### src/rtl/fetch_pkg.sv
// ============================================================================
// fetch_pkg : shared types and constants for the RV64 instruction fetch stage
// Rev 1.0
// ============================================================================
`default_nettype none

package fetch_pkg;

  localparam int          PC_W      = 64;
  localparam logic [31:0] NOP_INSTR = 32'h0000_0013;

  typedef enum logic [2:0] {
    IDLE = 3'd0,
    REQ  = 3'd1,
    WAIT = 3'd2,
    DROP = 3'd3,
    HOLD = 3'd4
  } fetch_state_e;

  typedef struct packed {
    logic [31:0]     instr;
    logic [PC_W-1:0] pc;
  } fetch_pkt_t;

endpackage

`default_nettype wire

### src/rtl/fetch_skid_buf.sv
// ============================================================================
// fetch_skid_buf : one-entry holding register for a fetched {instr, pc} packet
// Rev 1.0
// ============================================================================
`default_nettype none

module fetch_skid_buf
  import fetch_pkg::*;
(
  input  logic            clk,
  input  logic            rst_n,
  input  logic            load,
  input  logic            unload,
  input  logic            clear,
  input  logic [31:0]     instr_in,
  input  logic [PC_W-1:0] pc_in,
  output logic            full,
  output logic [31:0]     instr_out,
  output logic [PC_W-1:0] pc_out
);

  fetch_pkt_t r_pkt;
  logic       r_full;

  always_ff @(posedge clk or negedge rst_n) begin
    if (!rst_n) begin
      r_full <= 1'b0;
      r_pkt  <= '{instr: NOP_INSTR, pc: '0};
    end else begin
      // Emptying wins over a same-cycle load so a flush can never be missed.
      if (clear || unload) begin
        r_full <= 1'b0;
      end else if (load) begin
        r_full <= 1'b1;
      end
      if (load) begin
        r_pkt <= '{instr: instr_in, pc: pc_in};
      end
    end
  end

  assign full      = r_full;
  assign instr_out = r_pkt.instr;
  assign pc_out    = r_pkt.pc;

endmodule

`default_nettype wire

### src/rtl/fetch_stage.sv
// ============================================================================
// fetch_stage : RV64 PC owner, single-outstanding imem fetch, IF/ID register
// Rev 1.0 -- optional perf counters under `define FETCH_PERF_EN
// ============================================================================
`default_nettype none

module fetch_stage
  import fetch_pkg::*;
#(
  parameter logic [63:0] RESET_PC = 64'h0000_0000_0000_0000
) (
  input  logic            clk,
  input  logic            rst_n,
  output logic            imem_req_valid,
  input  logic            imem_req_ready,
  output logic [PC_W-1:0] imem_req_addr,
  input  logic            imem_rsp_valid,
  input  logic [31:0]     imem_rsp_data,
  input  logic            redirect_valid,
  input  logic [PC_W-1:0] redirect_pc,
  input  logic            stall,
  output logic            id_valid,
  output logic [31:0]     id_instr,
  output logic [PC_W-1:0] id_pc
`ifdef FETCH_PERF_EN
  ,
  output logic [31:0]     perf_fetch_cnt,
  output logic [31:0]     perf_drop_cnt
`endif
);

  fetch_state_e    r_state, w_state_nxt;
  logic [PC_W-1:0] r_pc, w_pc_nxt;
  logic            w_hs, w_capture, w_drop;
  logic            w_id_load;
  logic [31:0]     w_id_instr_nxt;
  logic [PC_W-1:0] w_id_pc_nxt;
  logic            w_skid_load, w_skid_unload, w_skid_clear;
  logic            w_skid_full;
  logic [31:0]     w_skid_instr;
  logic [PC_W-1:0] w_skid_pc;

  assign imem_req_valid = (r_state == REQ);
  assign imem_req_addr  = r_pc;
  assign w_hs           = imem_req_valid && imem_req_ready;

  always_ff @(posedge clk or negedge rst_n) begin
    if (!rst_n) begin
      r_state <= IDLE;
      r_pc    <= RESET_PC;
    end else begin
      r_state <= w_state_nxt;
      r_pc    <= w_pc_nxt;
    end
  end

  always_comb begin
    w_state_nxt    = r_state;
    w_pc_nxt       = r_pc;
    w_capture      = 1'b0;
    w_drop         = 1'b0;
    w_id_load      = 1'b0;
    w_id_instr_nxt = imem_rsp_data;
    w_id_pc_nxt    = r_pc;
    w_skid_load    = 1'b0;
    w_skid_unload  = 1'b0;
    w_skid_clear   = 1'b0;
    case (r_state)
      IDLE: w_state_nxt = REQ;
      REQ: begin
        if (redirect_valid) begin
          w_pc_nxt    = redirect_pc;
          w_state_nxt = w_hs ? DROP : REQ;
        end else if (w_hs) begin
          w_state_nxt = WAIT;
        end
      end
      WAIT: begin
        if (imem_rsp_valid && !redirect_valid) begin
          w_capture = 1'b1;
          w_pc_nxt  = r_pc + 64'd4;
          if (!id_valid || !stall) begin
            w_id_load   = 1'b1;
            w_state_nxt = REQ;
          end else begin
            w_skid_load = 1'b1;
            w_state_nxt = HOLD;
          end
        end else if (redirect_valid) begin
          w_pc_nxt    = redirect_pc;
          w_drop      = imem_rsp_valid;
          w_state_nxt = imem_rsp_valid ? REQ : DROP;
        end
      end
      DROP: begin
        if (redirect_valid) begin
          w_pc_nxt = redirect_pc;
        end
        // The stale response retires the outstanding request; pc already holds the target.
        if (imem_rsp_valid) begin
          w_drop      = 1'b1;
          w_state_nxt = REQ;
        end
      end
      HOLD: begin
        if (redirect_valid) begin
          w_skid_clear = 1'b1;
          w_pc_nxt     = redirect_pc;
          w_state_nxt  = REQ;
        end else if (!stall) begin
          w_skid_unload  = 1'b1;
          w_id_load      = w_skid_full;
          w_id_instr_nxt = w_skid_instr;
          w_id_pc_nxt    = w_skid_pc;
          w_state_nxt    = REQ;
        end
      end
      default: w_state_nxt = IDLE;
    endcase
  end

  fetch_skid_buf u_skid (
    .clk       (clk),
    .rst_n     (rst_n),
    .load      (w_skid_load),
    .unload    (w_skid_unload),
    .clear     (w_skid_clear),
    .instr_in  (imem_rsp_data),
    .pc_in     (r_pc),
    .full      (w_skid_full),
    .instr_out (w_skid_instr),
    .pc_out    (w_skid_pc)
  );

  // A redirect flush takes priority over both stall and a same-cycle capture.
  always_ff @(posedge clk or negedge rst_n) begin
    if (!rst_n) begin
      id_valid <= 1'b0;
      id_instr <= NOP_INSTR;
      id_pc    <= '0;
    end else if (redirect_valid) begin
      id_valid <= 1'b0;
    end else if (w_id_load) begin
      id_valid <= 1'b1;
      id_instr <= w_id_instr_nxt;
      id_pc    <= w_id_pc_nxt;
    end else if (!stall) begin
      id_valid <= 1'b0;
    end
  end

`ifdef FETCH_PERF_EN
  always_ff @(posedge clk or negedge rst_n) begin
    if (!rst_n) begin
      perf_fetch_cnt <= '0;
      perf_drop_cnt  <= '0;
    end else begin
      if (w_capture) perf_fetch_cnt <= perf_fetch_cnt + 32'd1;
      if (w_drop)    perf_drop_cnt  <= perf_drop_cnt + 32'd1;
    end
  end
`endif

endmodule

`default_nettype wire

### config.mk
export PLATFORM = sky130hd
export DESIGN_NAME = fetch_stage
export DESIGN_NICKNAME = d
export VERILOG_FILES = /design/src/rtl/fetch_pkg.sv /design/src/rtl/fetch_skid_buf.sv /design/src/rtl/fetch_stage.sv
export SDC_FILE = /design/constraint.sdc
export NUM_CORES = 1
export LEC_CHECK = 0
export BUFFER_PORTS_ARGS = -buffer_cell sky130_fd_sc_hd__buf_4
export CAP_MARGIN = 30
export CORE_MARGIN = 2
export CORE_UTILIZATION = 40
export CTS_CLUSTER_SIZE = 40
export DETAILED_ROUTE_END_ITERATION = 8
export SYNTH_ARGS = -nofsm -noshare
export SYNTH_HDL_FRONTEND = slang
export SYNTH_SLANG_ARGS = --single-unit
### constraint.sdc
create_clock -name clk -period 7.1 [get_ports clk]
set_input_delay 0.355 -clock clk [delete_from_list [all_inputs] [get_ports clk]]
set_output_delay 0.355 -clock clk [all_outputs]
set_load 0.01 [all_outputs]
# Word-level counts from Yosys, hierarchy flattened
# Index checks and enable logic that the tools add are counted.
# totals
reg_bits,261
input_bits,102
output_inout_bits,162
# classes
add_sub_neg,1
n_eq_ne,9
mux,36
bitwise_logic,1
n_reduce_logical,13
# op_table
op,n
two-way mux 64 bit,4
case mux 64 bit (2 select lines),1
adder 64 x 3 -> 64 bit (second input constant),1
two-way mux 32 bit,2
two-way mux 3 bit,8
two-way mux 1 bit,17
case mux 3 bit (5 select lines),1
equality test 3 x 2 -> 1 bit (second input constant),2
!= test 3 bit (second input constant),2
two-way mux 2 bit,2
AND reduction 4 bit,1
nonzero test 2 bit,2
equality test 3 x 1 -> 1 bit (second input constant),1
equality test 3 bit (second input constant),1
zero test 1 bit,3
zero test 3 bit,1
!= test 3 x 1 -> 1 bit (second input constant),1
!= test 3 x 2 -> 1 bit (second input constant),1
OR reduction 3 bit,1
logical AND 1 bit,2
logical OR 1 bit,2
!= test 2 bit (second input constant),1
case mux 1 bit (2 select lines),1
AND reduction 2 bit,1
inverter 1 bit,1

# Logic depth before layout (Yosys ltp)
# logic_depth
ltp_word,7
depth_mapped,10

# Modules after synthesis
# From an unflattened synthesis, not the netlist that was laid out.
# hier_totals
hier_cells,1171
area_unflattened_um2,12475.7
# modules_own_cells
module,n_inst,cells_per_inst,area_each_um2
fetch_stage,1,965,8759.7
fetch_skid_buf,1,206,3716.1

# Worst setup path after synthesis
# No wires, ideal clock.
# synth_path
kind,reg2reg
startpoint,register r_state[0]
endpoint,register id_pc[12]
setup_time_ps,127
t_arrival_ps,2177
t_required_ps,6973
setup_slack_ps,4796
path_stages_with_launch,8
path_buffers,3
period_less_slack_ps,2304
cell_sequence,dfrtp_1 -> buf_2 -> or3b_1 -> nor2_1 -> buf_2 -> clkbuf_1 -> mux2_2 -> mux2_1
# synth_between
elab_chain_len,3
word_cells_on_any_way,5
cone_classes,2 x eq/ne; 2 x mux; 1 x reduce/logical
# synth_rtl
element,line_no,source
start: declaration,fetch_stage.sv:32,"fetch_state_e r_state, w_state_nxt;"
start signal: assignment,fetch_stage.sv:52,r_state <= w_state_nxt;
equality test 3 bit or equality test 3 x 2 -> 1 bit (tied branches),fetch_stage.sv:68,case (r_state)
case mux 1 bit (2 select lines),fetch_stage.sv:68,
AND reduction 2 bit (no line),--,
end signal: assignment,fetch_stage.sv:146,id_pc <= w_id_pc_nxt;
end: declaration,fetch_stage.sv:24,output logic [PC_W-1:0] id_pc
# Parallel ways exist; a longest one is shown, timed or not.
# A chain may end at the register's enable or synchronous reset.

# Worst setup path after layout
# layout_path
startpoint,register r_state[2]
endpoint,register id_instr[13]
# layout_between
elab_chain_len,3
word_cells_on_any_way,5
cone_classes,2 x eq/ne; 2 x mux; 1 x reduce/logical
# layout_rtl
element,line_no,source
equality test 3 bit or equality test 3 x 2 -> 1 bit (tied branches),fetch_stage.sv:68,
case mux 1 bit (2 select lines),fetch_stage.sv:68,
AND reduction 2 bit (no line),--,
end signal: assignment,fetch_stage.sv:145,id_instr <= w_id_instr_nxt;
end: declaration,fetch_stage.sv:23,"output logic [31:0] id_instr,"
# Parallel ways exist; a longest one is shown, timed or not.

==> flow_metrics.py <==
metrics = {
    "routing": {
        "drt-initial-drc-count": 726,
        "drt-total-wl_um": 36200,
        "drt-pass1-iter-count": 5,
        "wl_per_cell_um": 20.7,
        "num_vias": 9902,
        "drtAntennaViolNets": 0,
        "drc": 0,
        "via_per_inst": 5.66,
    },
    "run_status": {
        "status": "complete, no violations",
    },
    "clock_tree": {
        "cts_buffers": 30,
        "cts-resized-gates": 0,
        "clock-sinks": 261,
        "cts_tree": "built",
        "path_clk_slew_ps": 60,
        "h-tree-depth": 1,
        "clkLatencyLatePin_ps": 560,
        "post-cts-setup-buffers": 0,
        "cts.path.max_buffers": 3,
        "cts-root-buf": "clkbuf_16",
    },
    "cells_and_area": {
        "fillers": 2865,
        "syn_to_final_growth_pct": 27.1,
        "final_common_cell": "buf_4",
        "fin_nets": 1424,
        "design_area_um2": 16100,
        "finalNonFillerCells": 1748,
        "mostFrequentLayoutCells": "buf_4 (274), dfrtp_1 (255), mux2_2 (249)",
        "drive_above_1_share_pct": 44.4,
        "utilization_pct": 51.2,
    },
    "synthesis": {
        "synthArstFlopShare_pct": 100,
        "synth.cell_area_um2": 12700,
        "netlist_instances": 1081,
        "yosysTopAreaCell": "dfrtp_1",
        "synth_edf_count": 0,
        "synth_seq_area_share_pct": 51.7,
        "ys_warn_count": 0,
        "synth_cell_types": 64,
        "syn_avg_cell_area_um2": 11.7,
        "yosys-top-cells-area": "dfrtp_1 (50%), mux2_2 (22%), mux2_1 (2.6%), o21ai_0 (1.9%), nand2_1 (1.8%)",
        "synth_nets": 1184,
        "synthFlopType": "dfrtp_1",
        "synthDominantCellAreaShare_pct": 50.4,
        "ys_ff_latch": 261,
    },
    "sta": {
        "tightest_slew_ps": 941,
        "finalClockSkew_ps": 20.8,
        "hold_ws_ps": 35.8,
        "layout_worst_path_cycle_share_pct": 45.1,
        "fin_tns_setup_ps": 0,
        "relSlewSlack_pct": 37.2,
        "hold_viol": 0,
        "min_period_ps": 3200,
        "finalSetupViolations": 0,
        "slew_viol_final": 0,
        "max_freq_mhz": 312,
        "rsz0062_at_grt": "false",
    },
    "critical_path": {
        "crit_fanout": 64,
        "r2r_cells": 8,
        "worstPathRequired_ps": 7530,
        "reg2reg_from": "r_state[2]",
        "crit_start": "r_state[2]",
        "reg2reg_slack_ps": 3900,
        "critical_path_class": "reg -> reg",
        "endpoint": "id_instr[13]",
        "end_kind": "flop",
        "critPathArrivalTime_ps": 3630,
        "start_kind": "flop",
        "rr_endpoint": "id_instr[13]",
    },
    "floorplan": {
        "ios": 264,
        "die_width_um": 182,
        "core-area_um2": 31400,
        "die_h_um": 182,
        "initial_core_util_pct": 40.3,
        "rows": 65,
        "dieArea_um2": 33100,
    },
    "run": {
        "maxCapViolations": 0,
    },
    "power_and_ir_drop": {
        "leakage_nw": 7.54,
        "p_per_area_nw_per_um2": 288,
        "clock_power_share_pct": 34.5,
        "p_sw_share_pct": 31.0,
        "combPwrFrac_pct": 22.7,
        "vdd_drop_max_uv": 188,
        "intPower_w": 0.00319,
        "pwr-share-seq_pct": 42.8,
        "switchingPower_w": 0.00143,
    },
    "place": {
        "io_buffers": 263,
        "numPlacedInstances": 1687,
        "gp_congestion": 0.882,
        "dp_hpwl_um": 24400,
        "placed_cell_area_um2": 15000,
    },
    "global_routing": {
        "grt_pass1_wl_um": 56600,
        "antenna_found_initial": 2,
        "grt_pass1_vias": 9733,
        "track_usage_pct": 21.6,
        "grt_max_degree": 119,
        "grt-ovfl-total": 0,
    },
    "hold_path": {
        "min_path_cells": 2,
        "hold_path.class": "in -> reg",
    },
}
-- worst max-delay path, stage by stage, from the launching register on --
cell and delay, ps:
dfrtp_1 540, or3b_1 330, and4_1 250, nand2_2 290
o22a_1 350, nor4_4 160, buf_4 350, buf_16 360
mux2_2 380
-- cell type report --
cell class	instances	area [um2]	area share (%)
sequential	261	6540	40.6
multi-input combinational	737	5800	36.1
timing repair buffer	281	2180	13.5
clock buffer	44	885	5.50
tap	402	503	3.13
clock inverter	11	141	0.879
inverter	10	37.5	0.233
antenna	2	5.00	0.0311
-- Yosys cell counts, drive strengths merged, types with 2 or more instances --
library cell and number:
o41ai 2, nand2 62, o32ai 4, mux2i 2
mux2 278, nand4 25, o22ai 22, buf 24
clkbuf 49, a22o 2, a41oi 2, o31ai 4
inv 10, and3 16, a2bb2oi 2, and2 7
nor4 11, dfrtp 255, a31oi 6, a311oi 14
nand3 30, a211oi 14, or2 4, dfstp 6
o211ai 4, nor3 26, a32oi 2, o21ai 48
nand2b 4, a21oi 42, or4 3, o31a 2
a22oi 3, and4 14, nor2 57, o21a 2
or3 5
-- stage by stage --
stage               setup slack, ps  total power [W]
floorplan                      4800          0.00245
global placement               3420          0.00303
detailed placement             3660          0.00305
CTS                            3930          0.00467
global route                   3690          0.00486
finish                         3900          0.00463
-- worst min path at each step --
stage	endpoint	start
after floorplan	id_instr[10]	rst_n
after global placement	u_skid.pc_out[21]	u_skid.pc_out[21]
after detailed placement	u_skid.pc_out[21]	u_skid.pc_out[21]
after CTS	u_skid.instr_out[27]	imem_rsp_data[27]
after global routing	u_skid.instr_out[30]	imem_rsp_data[30]
final	u_skid.instr_out[27]	imem_rsp_data[27]
-- power groups by stage --
| stage | registers, W | logic (W) | clock network [W] |
|---|---|---|---|
| floorplan | 0.00197 | 0.000477 | 0 |
| finish | 0.00198 | 0.00105 | 0.00160 |
| detailed placement | 0.00200 | 0.00105 | 0 |
| global route | 0.00202 | 0.00114 | 0.00170 |
| CTS | 0.00198 | 0.00106 | 0.00164 |
| global placement | 0.00199 | 0.00104 | 0 |
-- layer usage --
layer	part of all wire, %	track usage (%)	vias to the layer above
met5	0	0	-
met4	2.7	6.55	0
met3	7.7	4.95	62
met2	46	33.9	390
met1	43	29.9	4926
li1	-	-	4524
-- sequential cells by signal, indices dropped and copies added, names as in the netlist --
name / count
id_instr: 32
id_pc: 64
id_valid: 1
imem_req_addr: 64
r_state: 3
u_skid.full: 1
u_skid.instr_out: 32
u_skid.pc_out: 64
-- timing repair --
item                                   4_1_cts  5_1_grt
setup endpoints to repair                    0        0
endpoints found under the hold margin      118        0
hold buffers                                 3        0
-- cells by family (layout without fill, tap and decap cells) --
family,after synthesis,in the layout,synth area share (%)
AND/OR/NAND/NOR,268,268,10.9
buffers and inverters,83,346,2.85
other,0,2,0
flip-flops,261,261,51.7
XOR/XNOR,1,1,0.0692
adder cells (fa/ha/maj),1,1,0.0988
multiplexers,280,280,24.9
AO/OA/AOI/OAI,187,187,9.54
Note: power is estimated with default switching activity, not from simulation.
